--- config.mk ---
export PLATFORM = sky130hd
export DESIGN_NAME = result_frame_decoder
export DESIGN_NICKNAME = d
export VERILOG_FILES = /design/src/rtl/result_frame_decoder.sv
export SDC_FILE = /design/constraint.sdc
export NUM_CORES = 1
export LEC_CHECK = 0
export ABC_AREA = 1
export CORE_ASPECT_RATIO = 1.75
export CORE_MARGIN = 2
export CORE_UTILIZATION = 37
export DETAILED_ROUTE_END_ITERATION = 7
export PLACE_DENSITY_LB_ADDON = 0.2
export SETUP_SLACK_MARGIN = 0.5
export SKIP_CTS_REPAIR_TIMING = 1
export SLEW_MARGIN = 20
export SYNTH_ARGS = -nofsm -noshare
export SYNTH_HDL_FRONTEND = slang
export SYNTH_SLANG_ARGS = --single-unit
--- constraint.sdc ---
create_clock -name clk -period 2.7 [get_ports clk]
set_input_delay 0.54 -clock clk [delete_from_list [all_inputs] [get_ports clk]]
set_output_delay 0.54 -clock clk [all_outputs]
set_load 0.1 [all_outputs]
--- src/rtl/result_frame_decoder.sv ---
// Host-side decoder for the AGV transmitData stream: UART receive, frame hunt,
// XOR checksum validation and registered result words.
module result_frame_decoder #(
  parameter int         CLKS_PER_BIT = 868,
  parameter logic [7:0] HDR0         = 8'hAA,
  parameter logic [7:0] HDR1         = 8'h55
) (
  input  logic        clk,
  input  logic        reset,
  input  logic        serialIn,
  output logic [15:0] max_dist_angle,
  output logic [15:0] min_dist_angle,
  output logic [15:0] obs_alert,
  output logic        frame_valid,
  output logic        crc_err,
  output logic        frame_err,
  output logic [7:0]  frame_count
);

  localparam int CNT_W = $clog2(CLKS_PER_BIT);
  localparam logic [CNT_W-1:0] HALF_LOAD = CNT_W'(CLKS_PER_BIT / 2 - 1);
  localparam logic [CNT_W-1:0] BIT_LOAD  = CNT_W'(CLKS_PER_BIT - 1);

  typedef enum logic [1:0] {RX_IDLE, RX_START, RX_DATA, RX_STOP} rx_state_t;
  typedef enum logic [1:0] {P_HUNT0, P_HUNT1, P_PAYLOAD, P_CHECK} p_state_t;

  logic [1:0]       sync;
  logic             rx_s, rx_d;
  rx_state_t        rx_state, rx_next;
  logic [CNT_W-1:0] rx_cnt, cnt_next;
  logic [2:0]       bit_idx, bit_next;
  logic [7:0]       shift, shift_next;
  logic             byte_done, stop_bad;

  p_state_t         p_state, p_next;
  logic [2:0]       idx, idx_next;
  logic [7:0]       xsum, xsum_next;
  logic [47:0]      shadow, shadow_next;
  logic             load_out, bad_crc;

  assign rx_s = sync[1];

  always_ff @(posedge clk or negedge reset) begin
    if (!reset) begin
      sync     <= 2'b11;
      rx_d     <= 1'b1;
      rx_state <= RX_IDLE;
      rx_cnt   <= '0;
      bit_idx  <= '0;
      shift    <= '0;
    end else begin
      sync     <= {sync[0], serialIn};
      rx_d     <= rx_s;
      rx_state <= rx_next;
      rx_cnt   <= cnt_next;
      bit_idx  <= bit_next;
      shift    <= shift_next;
    end
  end

  // Sample points land mid-bit: half a bit after the start edge, then every full bit.
  always_comb begin
    rx_next    = rx_state;
    cnt_next   = rx_cnt;
    bit_next   = bit_idx;
    shift_next = shift;
    byte_done  = 1'b0;
    stop_bad   = 1'b0;
    case (rx_state)
      RX_IDLE: begin
        if (rx_d && !rx_s) begin
          rx_next  = RX_START;
          cnt_next = HALF_LOAD;
        end
      end
      RX_START: begin
        if (rx_cnt == '0) begin
          if (!rx_s) begin
            rx_next  = RX_DATA;
            cnt_next = BIT_LOAD;
            bit_next = '0;
          end else begin
            rx_next = RX_IDLE;
          end
        end else begin
          cnt_next = rx_cnt - 1'b1;
        end
      end
      RX_DATA: begin
        if (rx_cnt == '0) begin
          shift_next = {rx_s, shift[7:1]};
          cnt_next   = BIT_LOAD;
          if (bit_idx == 3'd7) rx_next = RX_STOP;
          else bit_next = bit_idx + 3'd1;
        end else begin
          cnt_next = rx_cnt - 1'b1;
        end
      end
      RX_STOP: begin
        if (rx_cnt == '0) begin
          rx_next   = RX_IDLE;
          byte_done = rx_s;
          stop_bad  = !rx_s;
        end else begin
          cnt_next = rx_cnt - 1'b1;
        end
      end
      default: rx_next = RX_IDLE;
    endcase
  end

  always_ff @(posedge clk or negedge reset) begin
    if (!reset) begin
      p_state <= P_HUNT0;
      idx     <= '0;
      xsum    <= '0;
      shadow  <= '0;
    end else begin
      p_state <= p_next;
      idx     <= idx_next;
      xsum    <= xsum_next;
      shadow  <= shadow_next;
    end
  end

  always_comb begin
    p_next      = p_state;
    idx_next    = idx;
    xsum_next   = xsum;
    shadow_next = shadow;
    load_out    = 1'b0;
    bad_crc     = 1'b0;
    if (stop_bad) begin
      p_next = P_HUNT0;
    end else if (byte_done) begin
      case (p_state)
        P_HUNT0: if (shift == HDR0) p_next = P_HUNT1;
        P_HUNT1: begin
          if (shift == HDR1) begin
            p_next    = P_PAYLOAD;
            idx_next  = '0;
            xsum_next = '0;
          end else if (shift != HDR0) begin
            p_next = P_HUNT0;
          end
        end
        P_PAYLOAD: begin
          // Shifting in MSB-first leaves {max, min, obs} in order after six bytes.
          shadow_next = {shadow[39:0], shift};
          xsum_next   = xsum ^ shift;
          idx_next    = idx + 3'd1;
          if (idx == 3'd5) p_next = P_CHECK;
        end
        P_CHECK: begin
          load_out = (shift == xsum);
          bad_crc  = (shift != xsum);
          p_next   = P_HUNT0;
        end
        default: p_next = P_HUNT0;
      endcase
    end
  end

  always_ff @(posedge clk or negedge reset) begin
    if (!reset) begin
      max_dist_angle <= '0;
      min_dist_angle <= '0;
      obs_alert      <= '0;
      frame_valid    <= 1'b0;
      crc_err        <= 1'b0;
      frame_err      <= 1'b0;
      frame_count    <= '0;
    end else begin
      frame_valid <= load_out;
      crc_err     <= bad_crc;
      frame_err   <= stop_bad;
      if (load_out) begin
        {max_dist_angle, min_dist_angle, obs_alert} <= shadow;
        frame_count <= frame_count + 8'd1;
      end
    end
  end

endmodule

Yosys cells after proc, flatten, opt, wreduce, memory -nomap -nowiden

Cells that the tools add are included.

Bits in registers: 146
Bits of input ports: 3
Output and inout port bits: 59
Logic and storage cells: 103

Add/sub/neg operators: 4
Equality and inequality tests: 26
Mux-type cells: 39
Bitwise gates (word level): 2
Reductions and logical operators: 15

Operators by type and width:

| kind                                                | count |
|---|---|
| 2-to-1 mux 10 bit                                   | 5 |
| case mux 10 bit (4 select lines)                    | 1 |
| 2-to-1 mux 2 bit                                    | 12 |
| inequality test 2 bit, second input constant        | 9 |
| case mux 2 bit (4 select lines)                     | 2 |
| case mux 8 bit (2 select lines)                     | 1 |
| 2-to-1 mux 3 bit                                    | 5 |
| case mux 3 bit (2 select lines)                     | 2 |
| logical NOT 10 bit                                  | 1 |
| 2-to-1 mux 1 bit                                    | 10 |
| AND reduction 5 bit                                 | 2 |
| subtractor 10 x 1 -> 10 bit, second input constant  | 1 |
| inequality test 3 bit, second input constant        | 3 |
| adder 8 x 1 -> 8 bit, second input constant         | 1 |
| equality test 2 bit, second input constant          | 4 |
| equality test 8 x 7 -> 1 bit, second input constant | 1 |
| equality test 8 bit                                 | 1 |
| equality test 8 bit, second input constant          | 1 |
| 2-to-1 mux 8 bit                                    | 1 |
| inequality test 8 bit                               | 1 |
| inequality test 8 bit, second input constant        | 1 |
| AND reduction 4 bit                                 | 2 |
| XOR 8 bit                                           | 1 |
| adder 3 x 1 -> 3 bit, second input constant         | 2 |
| 10 further kinds                                    | 16 |

Logic depth before layout (Yosys ltp)

Gate-level depths: netlist of run 1.

Word-level depth: 6
Mapped depth: 11
Gate-level depth less buffers: 11

Worst setup path after synthesis of run 1

Ideal clock, no wire load.

Kind: register to register
From: reg frame_count[2]
To: reg frame_count[7]
Setup time: 0.067 ns
Arrival: 1.745 ns
Path slack: 0.888 ns
Cell stages (with the launch flop): 6
Path buffers: 0
Period minus slack after synthesis: 1.812 ns
Cell sequence: dfrtp_1 > nand3_1 > nor3_1 > xor2_1 > nand2_1 > nand2_1

Word-level cells in the longest chain between the ends: 1

RTL lines:

| what                   | RTL line | source |
|---|---|---|
| from (decl)            | 17       | `output logic [7:0] frame_count` |
| from (signal assigned) | 179      | `frame_count <= frame_count + 8'd1;` |
| adder 8 x 1 -> 8 bit   | 179      |  |

Every way passes these cells.
A chain may end at the register's enable or synchronous reset.

Final worst setup path of run 1

From: reg rx_cnt[0]
To: reg obs_alert[6]

Word-level cells in the longest chain between the ends: 5

RTL lines:

| what                   | RTL line | source |
|---|---|---|
| from (decl)            | 30       | `logic [CNT_W-1:0] rx_cnt, cnt_next;` |
| from (signal assigned) | 55       | `rx_cnt <= cnt_next;` |
| logical NOT 10 bit *   | 100      | `if (rx_cnt == '0) begin` |
| 2-to-1 mux 1 bit       | 100      |  |
| 2-to-1 mux 1 bit       | 69       | `case (rx_state)` |
| 2-to-1 mux 1 bit       | 135      | `end else if (byte_done) begin` |
| 2-to-1 mux 1 bit *     | 133      | `if (stop_bad) begin` |
| to (signal assigned)   | 178      | `{max_dist_angle, min_dist_angle, obs_alert} <= shadow;` |
| to (decl)              | 13       | `output logic [15:0] obs_alert,` |

Mark *: on every way between the ends. The rest lies on a longest branch, timed or not.

==> results of run 1 <==
report_power, final:
group	switching, W	internal [W]	total, W
clock	0.00103	0.00132	0.00235
combinational	0.000482	0.000235	0.000717
sequential	0.0000753	0.00226	0.00233
cell families (layout without fill, tap and decap cells):
group / count (synthesis) / count (layout) / share of synthesized area [%]
flops: 146 / 146 / 56.95
fa+ha+maj: 16 / 16 / 3.117
buf+inv: 68 / 142 / 4.734
xor+xnor: 21 / 21 / 2.864
simple gates: 461 / 461 / 28.40
compound gates: 49 / 49 / 3.935
sequential cells by signal, summed over array words and instances, names as in the netlist, named ones only:
| register | flops |
|---|---|
| p_state | 2 |
| rx_d | 1 |
| rx_cnt | 10 |
| shadow | 48 |
| crc_err | 1 |
| rx_state | 1 |
| max_dist_angle | 16 |
| bit_idx | 3 |
| frame_err | 1 |
| xsum | 8 |
| idx | 3 |
| sync | 2 |
| shift | 8 |
| frame_count | 8 |
| frame_valid | 1 |
| obs_alert | 16 |
| min_dist_angle | 16 |
cells in the final DEF (no fill, tap or decap), drive strengths merged:
master,synthesis,final
inv,43,51
dfstp,3,3
or2,1,1
xnor2,13,13
o21ai,38,38
bufinv,0,1
nor2,42,42
nor3,2,2
clkinv,0,4
clkdlybuf4s50,0,1
o22ai,2,2
nand3,21,21
clkbuf,8,18
nand4,6,6
xor2,8,8
buf,17,66
nand2,389,389
ha,16,16
a21boi,2,2
dfrtp,143,143
clkinvlp,0,1
a21oi,7,7
stage by stage:
stage / std cells / setup slack (ns) / area, sq um
3_5_place_dp: 1030 / 0.5717 / 7116
4_1_cts: 1062 / 0.5678 / 7710
5_1_grt: 1062 / 0.5073 / 7717
3_3_place_gp: 1030 / 0.6460 / 7116
6_report: 1062 / 0.7330 / 7717
2_1_floorplan: 761 / 0.8875 / 6422
metal layers:
metal / wire length (um) / GRT usage [%] / up-vias
li1: - / - / 2476
met1: 5508 / 16.99 / 2301
met2: 7828 / 31.35 / 70
met3: 362 / 3.033 / 19
met4: 237 / 6.025 / 0
met5: 0 / 0 / -
final cells by class:
class / instances / area, sq um
Fill cell: 1694 / 9230
Sequential cell: 146 / 3657
Multi-Input combinational cell: 547 / 2471
Timing Repair Buffer: 67 / 546.8
Clock buffer: 18 / 429.2
Tap cell: 227 / 284.0
Clock inverter: 14 / 165.2
Inverter: 43 / 163.9
worst max-delay path, delay by kind of cell, from the launching register on:
family | cells | cell delay (ns)
fa+ha+maj | 1 | 0.24
simple gates | 6 | 0.68
flops | 1 | 0.38
buf+inv | 3 | 0.53
worst paths after layout:
path,to,slack (ns)
setup reg to reg,obs_alert[6]$_DFFE_PN0P_,0.73
hold reg to reg,sync[1]$_DFF_PN1_,0.36
setup / recovery,obs_alert[6]$_DFFE_PN0P_,0.73
max in group asynchronous,max_dist_angle[13]$_DFFE_PN0P_,1.88
min in group clk,sync[1]$_DFF_PN1_,0.36
hold / removal,min_dist_angle[2]$_DFFE_PN0P_,0.09
==> metrics.txt, run 1 <==
# rows=63; FMAX=between 0.5 and 0.6 GHz; vias in the first global route=roughly 4,800; Initial Util=roughly 38%; clk buf depth=2; Die Y=roughly 180 um; Rel. slew slack=60.85%; Synth Area per Inst=between 8 and 9 sq um; HP Class=primary input to asynchronous set/reset pin; clk root buf=clkbuf_16; initial antenna violation count=0; Fin. Hold Viols=0; layout cells sized above 1=between 10% and 20%; largest net degree at the start of global routing=62; global-route wire length before repair=approximately 24 mm; outcome=finished clean; setup TNS=0 ns; Seq/Total Area, Yosys=between 50% and 60%; DRT Pass-1 Iters=4; I/O Pins=62; gr ovfl total=0; critical path type=register to register; PnR Total Power=around 0.0054 W; Data arrival, critical path=2.27 ns; predominant post-synthesis flop cell=dfrtp_1; RR Startpoint=rx_cnt[0]$_DFFE_PN0P_; Synth Warn #=0; Worst setup startpoint=rx_cnt[0]$_DFFE_PN0P_; Core Area=around 17,000 sq um; Async S/R FF share, synth=100.0%; wire per inst=about 13 um; synthesized instance count=approximately 760; Final nets=about 840; gpl congestion=roughly 0.9; top-count cell post-synth=nand2_1; Unique masters post-synth=26; max-cap violation count=0; initial drt markers=about 240; pwr dens=700.0 nW/um^2; # setup viols final=0; hpwl dp=9.595 mm; Syn Nets=780; Skew-Pair Late Insertion Delay=between 0.4 and 0.5 ns; Yosys reg bits=146; synth top area cells=dfrtp_1 (56%), nand2_1 (23%), ha_1 (3.1%), inv_1 (2.4%), nor2_1 (2.1%); Vias=4,866; die width=103.6 um; CP Launch Type=register; cts bufs inserted=17; Clock transition at path regs=0.07 ns; worst slew pin tran=between 0.5 and 0.6 ns; CTS tree=done; RSZ-0062 raised after global routing=no; total track usage=16.06%; Post-synth top cells=nand2_1 (389), dfrtp_1 (143), inv_1 (41); Crit-path slowest cell=dfrtp_1; Setup Skew=roughly 0.011 ns; EDFF count, synth=0; mapped cell area=6422 sq um; share of the clock period used by the worst path after layout=between 70% and 80%; H-tree Lvls=4; fin. max-slew vios=0; CP most frequent cell=nand2_1; static leakage=4.178 nW; CP cell instances=inv_1 -> ha_1 -> nand3_2 -> nor2_4 -> nand3_4 -> inv_1 -> nand2_1 -> buf_4 -> nand2_1 -> nand2_1; die area=roughly 18,000 sq um; port buffer count=61; worst hold slack=roughly 0.094 ns; Worst R2R Path Depth=10; area leader, netlist=dfrtp_1; worst-path fanout max=50; Final ANT Viol Nets=0; Critical Path Max Stage Delay=roughly 0.38 ns; ANT cells=0; Vias/cell=4.582; post-route core utilization=45.54%; CP required=roughly 3.0 ns; post-route minimum period=1.967 ns; Sink Count=about 150; Worst setup EP type=register; area growth from synthesis to layout=20.16%; drt drc=0; drt total wl=13.94 mm; Worst IR Drop VDD=417.8 uV; Yosys top cell area share=55.72%
No activity file was read; power rests on OpenSTA's default activity.
==> run 2: changes to the inputs <==
==> constraint.sdc (replaced) <==
create_clock -name clk -period 1.6 [get_ports clk]
set_input_delay 0.32 -clock clk [delete_from_list [all_inputs] [get_ports clk]]
set_output_delay 0.32 -clock clk [all_outputs]
set_load 0.1 [all_outputs]
==> metrics.txt, run 2 (same netlist as run 1, synthesis figures left out) <==
outcome=finished with violations (was finished clean); failing checks=negative setup slack; fin. max-slew vios=0 (unchanged); CTS tree=done (unchanged); clk buf depth=2 (unchanged); Worst setup EP type=register (unchanged); Initial Util=37.90% (unchanged); max reg flops=48 (unchanged); share of the clock period used by the worst path after layout=102.4% (was 72.85%); Core Area=16,950 sq um (unchanged); RR Startpoint=rx_cnt[0]$_DFFE_PN0P_ (unchanged); Worst R2R Path Depth=10 (unchanged); wire per inst=13.47 um (was 13.12 um); Setup Skew=0.01189 ns (was 0.01132 ns); Data arrival, critical path=1.93 ns (was 2.27 ns); static leakage=4.807 nW (was 4.178 nW); initial antenna violation count=0 (unchanged); FMAX=0.6103 GHz (was 0.5084 GHz); layout cells sized above 1=36.08% (was 13.29%); CP required=1.89 ns (was 3.01 ns); max-cap violation count=0 (unchanged); post-route minimum period=1.639 ns (was 1.967 ns); port buffer count=61 (unchanged); # setup viols final=47 (was 0); Skew-Pair Late Insertion Delay=0.42 ns (about the same); pwr dens=1018 nW/um^2 (was 700.0 nW/um^2); worst hold slack=0.3081 ns (was 0.09440 ns); PnR Total Power=0.009811 W (was 0.005402 W); global-route wire length before repair=24.92 mm (was 23.58 mm); commonest non-fill, non-tap cell in the layout=nand2_1 (unchanged); Final nets=929 (was 841); CP cell instances=inv_2 -> ha_4 -> nand3_2 -> nor2_4 -> nand3_4 -> nor2_4 -> inv_4 -> buf_12 -> nand2_1 -> o21ai_0 (was inv_1 -> ha_1 -> nand3_2 -> nor2_4 -> nand3_4 -> inv_1 -> nand2_1 -> buf_4 -> nand2_1 -> nand2_1); # rows=63 (unchanged); RSZ-0062 raised after global routing=yes (was no); hpwl dp=10.80 mm (was 9.595 mm); Critical Path Max Stage Delay=0.39 ns (was 0.38 ns); drt total wl=15.49 mm (was 13.94 mm); Crit-path slowest cell=dfrtp_1 (unchanged); total track usage=16.97% (was 16.06%); DRT Pass-1 Iters=4 (unchanged); ANT cells=0 (unchanged); final setup margin=-0.03866 ns (was 0.7330 ns); fillers=1,492 (was 1,694); largest reg by FF count=shadow (unchanged); Fin. Hold Viols=0 (unchanged); HP Start=serialIn; area growth from synthesis to layout=50.05% (was 20.16%); die width=103.6 um (unchanged); Sink Count=146 (unchanged); initial drt markers=258 (was 237); worst-path fanout max=21 (was 50); CP most frequent cell=nor2_4 (was nand2_1); most frequent cells in the layout=nand2_1 (367), dfrtp_1 (78), buf_4 (76), buf_12 (67), dfrtp_2 (63) (was nand2_1 (389), dfrtp_1 (143), buf_4 (62), inv_1 (41), nor2_1 (36)); Rel. slew slack=69.88% (was 60.85%); worst slew pin tran=0.4518 ns (was 0.5873 ns); Cells on Worst Hold Path=1; HP Class=primary input to register (was primary input to asynchronous set/reset pin); clk root buf=clkbuf_16 (unchanged); WP buf/inv=3 (unchanged); Vias/cell=4.637 (was 4.582); CP Launch Type=register (unchanged); Hold Path End=sync[0]$_DFF_PN1_; I/O Pins=62 (unchanged); Worst path top cell family by delay=simple AND/OR/NAND/NOR gates (unchanged); cts bufs inserted=17 (unchanged); Clock transition at path regs=0.06 ns (was 0.07 ns); gr ovfl total=0 (unchanged); FF-to-FF End=shadow[5]$_DFFE_PN0P_ (was obs_alert[6]$_DFFE_PN0P_); H-tree Lvls=4 (unchanged); Final ANT Viol Nets=0 (unchanged); gpl congestion=0.8630 (was 0.8976); vias in the first global route=5,245 (was 4,781); setup slack, reg-to-reg=-0.04 ns (was 0.73 ns); Vias=5,333 (was 4,866); largest net degree at the start of global routing=47 (was 62); drt drc=0 (unchanged); Worst IR Drop VDD=777.2 uV (was 417.8 uV); die area=18,470 sq um (unchanged); critical path type=register to register (unchanged); Die Y=178.3 um (unchanged)
[run 2: cell types whose count changed in the layout (fill, tap and decap cells not counted), sizes merged]
cell         previous run  this run
buf                    66       151
clkbuf                 18        20
dlygate4sd3             0         1
[run 2: power breakdown]
group          leakage (nW)  internal [W]  switching, W  total, W
registers              1.90       0.00381      0.000106   0.00392
clock network         0.288       0.00223       0.00172   0.00395
logic                  2.62      0.000865       0.00108   0.00195
[run 2: layer usage]
metal  part of all wire (%)  up-vias  track usage [%]
li1                       -     2662                -
met1                     38     2549            17.61
met2                     57       90            33.00
met3                    2.2       32            2.996
met5                      0        -                0
met4                    3.5        0            7.770
[run 2: metrics by stage]
step	area, sq um	setup TNS [ns]	utilization (%)	std cells	worst slack (ns)
final	9637	-0.9120	56.86	1150	-0.03866
after global placement	8524	-0.4609	50.30	1093	-0.06144
after CTS	9116	-3.105	53.79	1125	-0.08676
after floorplan	6633	-1.557	-	761	-0.03898
after detailed placement	8524	-2.170	50.30	1093	-0.07678
after global routing	9637	-12.35	56.86	1150	-0.1479
[run 2: worst max path at each step]
stage | from | endpoint | cells after the start
3_3_place_gp | rx_state[0]$_DFFE_PN0P_ | rx_cnt[6]$_DFFE_PN0P_ | 6
4_1_cts | rx_cnt[4]$_DFFE_PN0P_ | xsum[6]$_DFFE_PN0P_ | 8
5_1_grt | rx_cnt[5]$_DFFE_PN0P_ | xsum[0]$_DFFE_PN0P_ | 8
2_1_floorplan | rx_cnt[0]$_DFFE_PN0P_ | shadow[10]$_DFFE_PN0P_ | 11
6_report | rx_cnt[0]$_DFFE_PN0P_ | shadow[5]$_DFFE_PN0P_ | 10
3_5_place_dp | rx_state[0]$_DFFE_PN0P_ | xsum[6]$_DFFE_PN0P_ | 6
[run 2: layout make-up]
class,instances,area [sq um],area share (%)
repair buffers,155,2072,21.50
flip-flops and latches,146,3744,38.85
multi-input cells,547,2774,28.78
clock inverters,14,162.7,1.688
clock buffers,18,429.2,4.453
well taps,227,284.0,2.947
inverters,43,171.4,1.779
==> run 3: changes to the inputs <==
--- a/config.mk
+++ b/config.mk
@@ -9,6 +9,7 @@
 export CORE_ASPECT_RATIO = 1.75
 export CORE_MARGIN = 2
 export CORE_UTILIZATION = 37
+export CTS_CLUSTER_SIZE = 30
 export DETAILED_ROUTE_END_ITERATION = 7
 export PLACE_DENSITY_LB_ADDON = 0.2
 export SETUP_SLACK_MARGIN = 0.5
==> constraint.sdc (replaced) <==
create_clock -name clk -period 1.46 [get_ports clk]
set_input_delay 0.292 -clock clk [delete_from_list [all_inputs] [get_ports clk]]
set_output_delay 0.292 -clock clk [all_outputs]
set_load 0.1 [all_outputs]
==> metrics.txt, run 3 (same netlist as run 1, synthesis figures left out) <==
Final ANT Viol Nets=0 (unchanged); Setup Skew=0.01628 ns (was 0.01189 ns); I/O Pins=62 (unchanged); Final nets=934 (was 929); worst hold slack=-0.2605 ns (was 0.3081 ns); total track usage=16.96% (was 16.97%); HP Class=primary input to asynchronous set/reset pin (was primary input to register); wire per inst=13.71 um (was 13.47 um); vias in the first global route=5,221 (was 5,245); pwr dens=1109 nW/um^2 (was 1018 nW/um^2); drt total wl=15.84 mm (was 15.49 mm); Initial Util=37.90% (unchanged); commonest non-fill, non-tap cell in the layout=nand2_1 (unchanged); CP most frequent cell=nand2_1 (was nor2_4); RR Startpoint=shift[0]$_DFFE_PN0P_ (was rx_cnt[0]$_DFFE_PN0P_); worst-path fanout max=26 (was 21); largest reg by FF count=shadow (unchanged); clk root buf=clkbuf_16 (unchanged); global-route wire length before repair=25.01 mm (was 24.92 mm); Crit-path slowest cell=dfrtp_1 (unchanged); Clock transition at path regs=0.07 ns (was 0.06 ns); CTS tree=done (unchanged); CP cell instances=xnor2_2 -> nand2_1 -> nor2_2 -> nand3_2 -> inv_2 -> nand2_4 -> buf_12 -> nand2_1 -> nand2_1 (was inv_2 -> ha_4 -> nand3_2 -> nor2_4 -> nand3_4 -> nor2_4 -> inv_4 -> buf_12 -> nand2_1 -> o21ai_0); gr ovfl total=0 (unchanged); Core Area=16,950 sq um (unchanged); port buffer count=61 (unchanged); max reg flops=48 (unchanged); Vias=5,287 (was 5,333); Worst setup startpoint=shift[0]$_DFFE_PN0P_ (was rx_cnt[0]$_DFFE_PN0P_); # setup viols final=140 (was 47); Fin. Hold Viols=26 (was 0); layout cells sized above 1=35.78% (was 36.08%); setup TNS=-19.05 ns (was -0.9120 ns); die area=18,470 sq um (unchanged); DRT Pass-1 Iters=4 (unchanged); CP Launch Type=register (unchanged); share of the clock period used by the worst path after layout=114.4% (was 102.4%); outcome=finished with violations (unchanged); Sink Count=146 (unchanged); Skew-Pair Late Insertion Delay=0.42 ns (about the same); # rows=63 (unchanged); initial drt markers=209 (was 258); Worst path top cell family by delay=simple AND/OR/NAND/NOR gates (unchanged); fin. max-slew vios=0 (unchanged); post-route minimum period=1.671 ns (was 1.639 ns); Critical Path Max Stage Delay=0.43 ns (was 0.39 ns); die width=103.6 um (unchanged); critical path type=register to register (unchanged); ANT cells=0 (unchanged); initial antenna violation count=0 (unchanged); drt drc=0 (unchanged); largest net degree at the start of global routing=46 (was 47); max-cap violation count=0 (unchanged); most frequent cells in the layout=nand2_1 (360), buf_4 (83), dfrtp_1 (81), buf_12 (68), dfrtp_2 (54) (was nand2_1 (367), dfrtp_1 (78), buf_4 (76), buf_12 (67), dfrtp_2 (63)); Worst setup EP type=register (unchanged); RSZ-0062 raised after global routing=yes (unchanged); worst slew pin tran=0.3240 ns (was 0.4518 ns); final setup margin=-0.2107 ns (was -0.03866 ns); clk buf depth=2 (unchanged); Worst IR Drop VDD=829.8 uV (was 777.2 uV); WP buf/inv=2 (was 3); gpl congestion=0.7815 (was 0.8630); Rel. slew slack=78.40% (was 69.88%); PnR Total Power=0.01073 W (was 0.009811 W); static leakage=4.790 nW (was 4.807 nW); FMAX=0.5986 GHz (was 0.6103 GHz); Die Y=178.3 um (unchanged); H-tree Lvls=4 (unchanged); Data arrival, critical path=1.98 ns (was 1.93 ns); area growth from synthesis to layout=50.67% (was 50.05%); cts bufs inserted=17 (unchanged); hpwl dp=10.87 mm (was 10.80 mm); CP required=1.77 ns (was 1.89 ns); Vias/cell=4.577 (was 4.637); failing checks=negative hold slack, negative setup slack (was negative setup slack)
==> run 3: cell types whose count changed in the layout (fill, tap and decap cells not counted), moves of 4 or more <==
cell and change:
buf_4 +7, buf_6 -4, dfrtp_2 -9, dfrtp_4 +6, nand2_1 -7, nand2_2 +8
o21ai_0 +6, o21ai_2 -10
==> run 3: worst paths after layout <==
check                                            endpoint  slack (ns)  depth (start not counted)
min in group clk                        sync[0]$_DFF_PN1_        0.28                          1
max reg2reg                      obs_alert[4]$_DFFE_PN0P_       -0.21                          9
max                              obs_alert[4]$_DFFE_PN0P_       -0.21                          9
max in group asynchronous      frame_count[5]$_DFFE_PN0P_        1.13                          2
min reg2reg                             sync[1]$_DFF_PN1_        0.36                          0
min                        min_dist_angle[11]$_DFFE_PN0P_       -0.26                          1
==> run 3: stage by stage <==
stage	worst slack [ns]	std cells	hold slack [ns]	util, %	instance area, sq um
2_1_floorplan	-0.1790	761	-0.003591	-	6648
3_3_place_gp	-0.1791	1099	0.1957	50.80	8610
3_5_place_dp	-0.1959	1099	0.2000	50.80	8610
4_1_cts	-0.2336	1131	-0.2528	54.33	9208
5_1_grt	-0.3095	1155	-0.2518	57.10	9677
6_report	-0.2107	1155	-0.2605	57.10	9677
==> run 3: power breakdown <==
group          switching, W  internal, W
clock               0.00190      0.00244
sequential         0.000105      0.00418
combinational       0.00115     0.000964
==> run 3: layout make-up <==
cell class	count	area (sq um)
Sequential cell	146	3755
Tap cell	227	284.0
Multi-Input combinational cell	547	2744
Fill cell	1460	7271
Clock buffer	17	425.4
Inverter	43	166.4
Timing Repair Buffer	160	2130
Clock inverter	15	172.7
==> run 3: metal layers <==
metal	track usage (%)	wire [um]	share of wire (%)	vias up
met3	2.996	373	2.4	19
met5	0	0	0	-
met4	6.419	271	1.7	0
li1	-	-	-	2656
met2	33.47	9193	58	82
met1	17.74	5998	38	2530
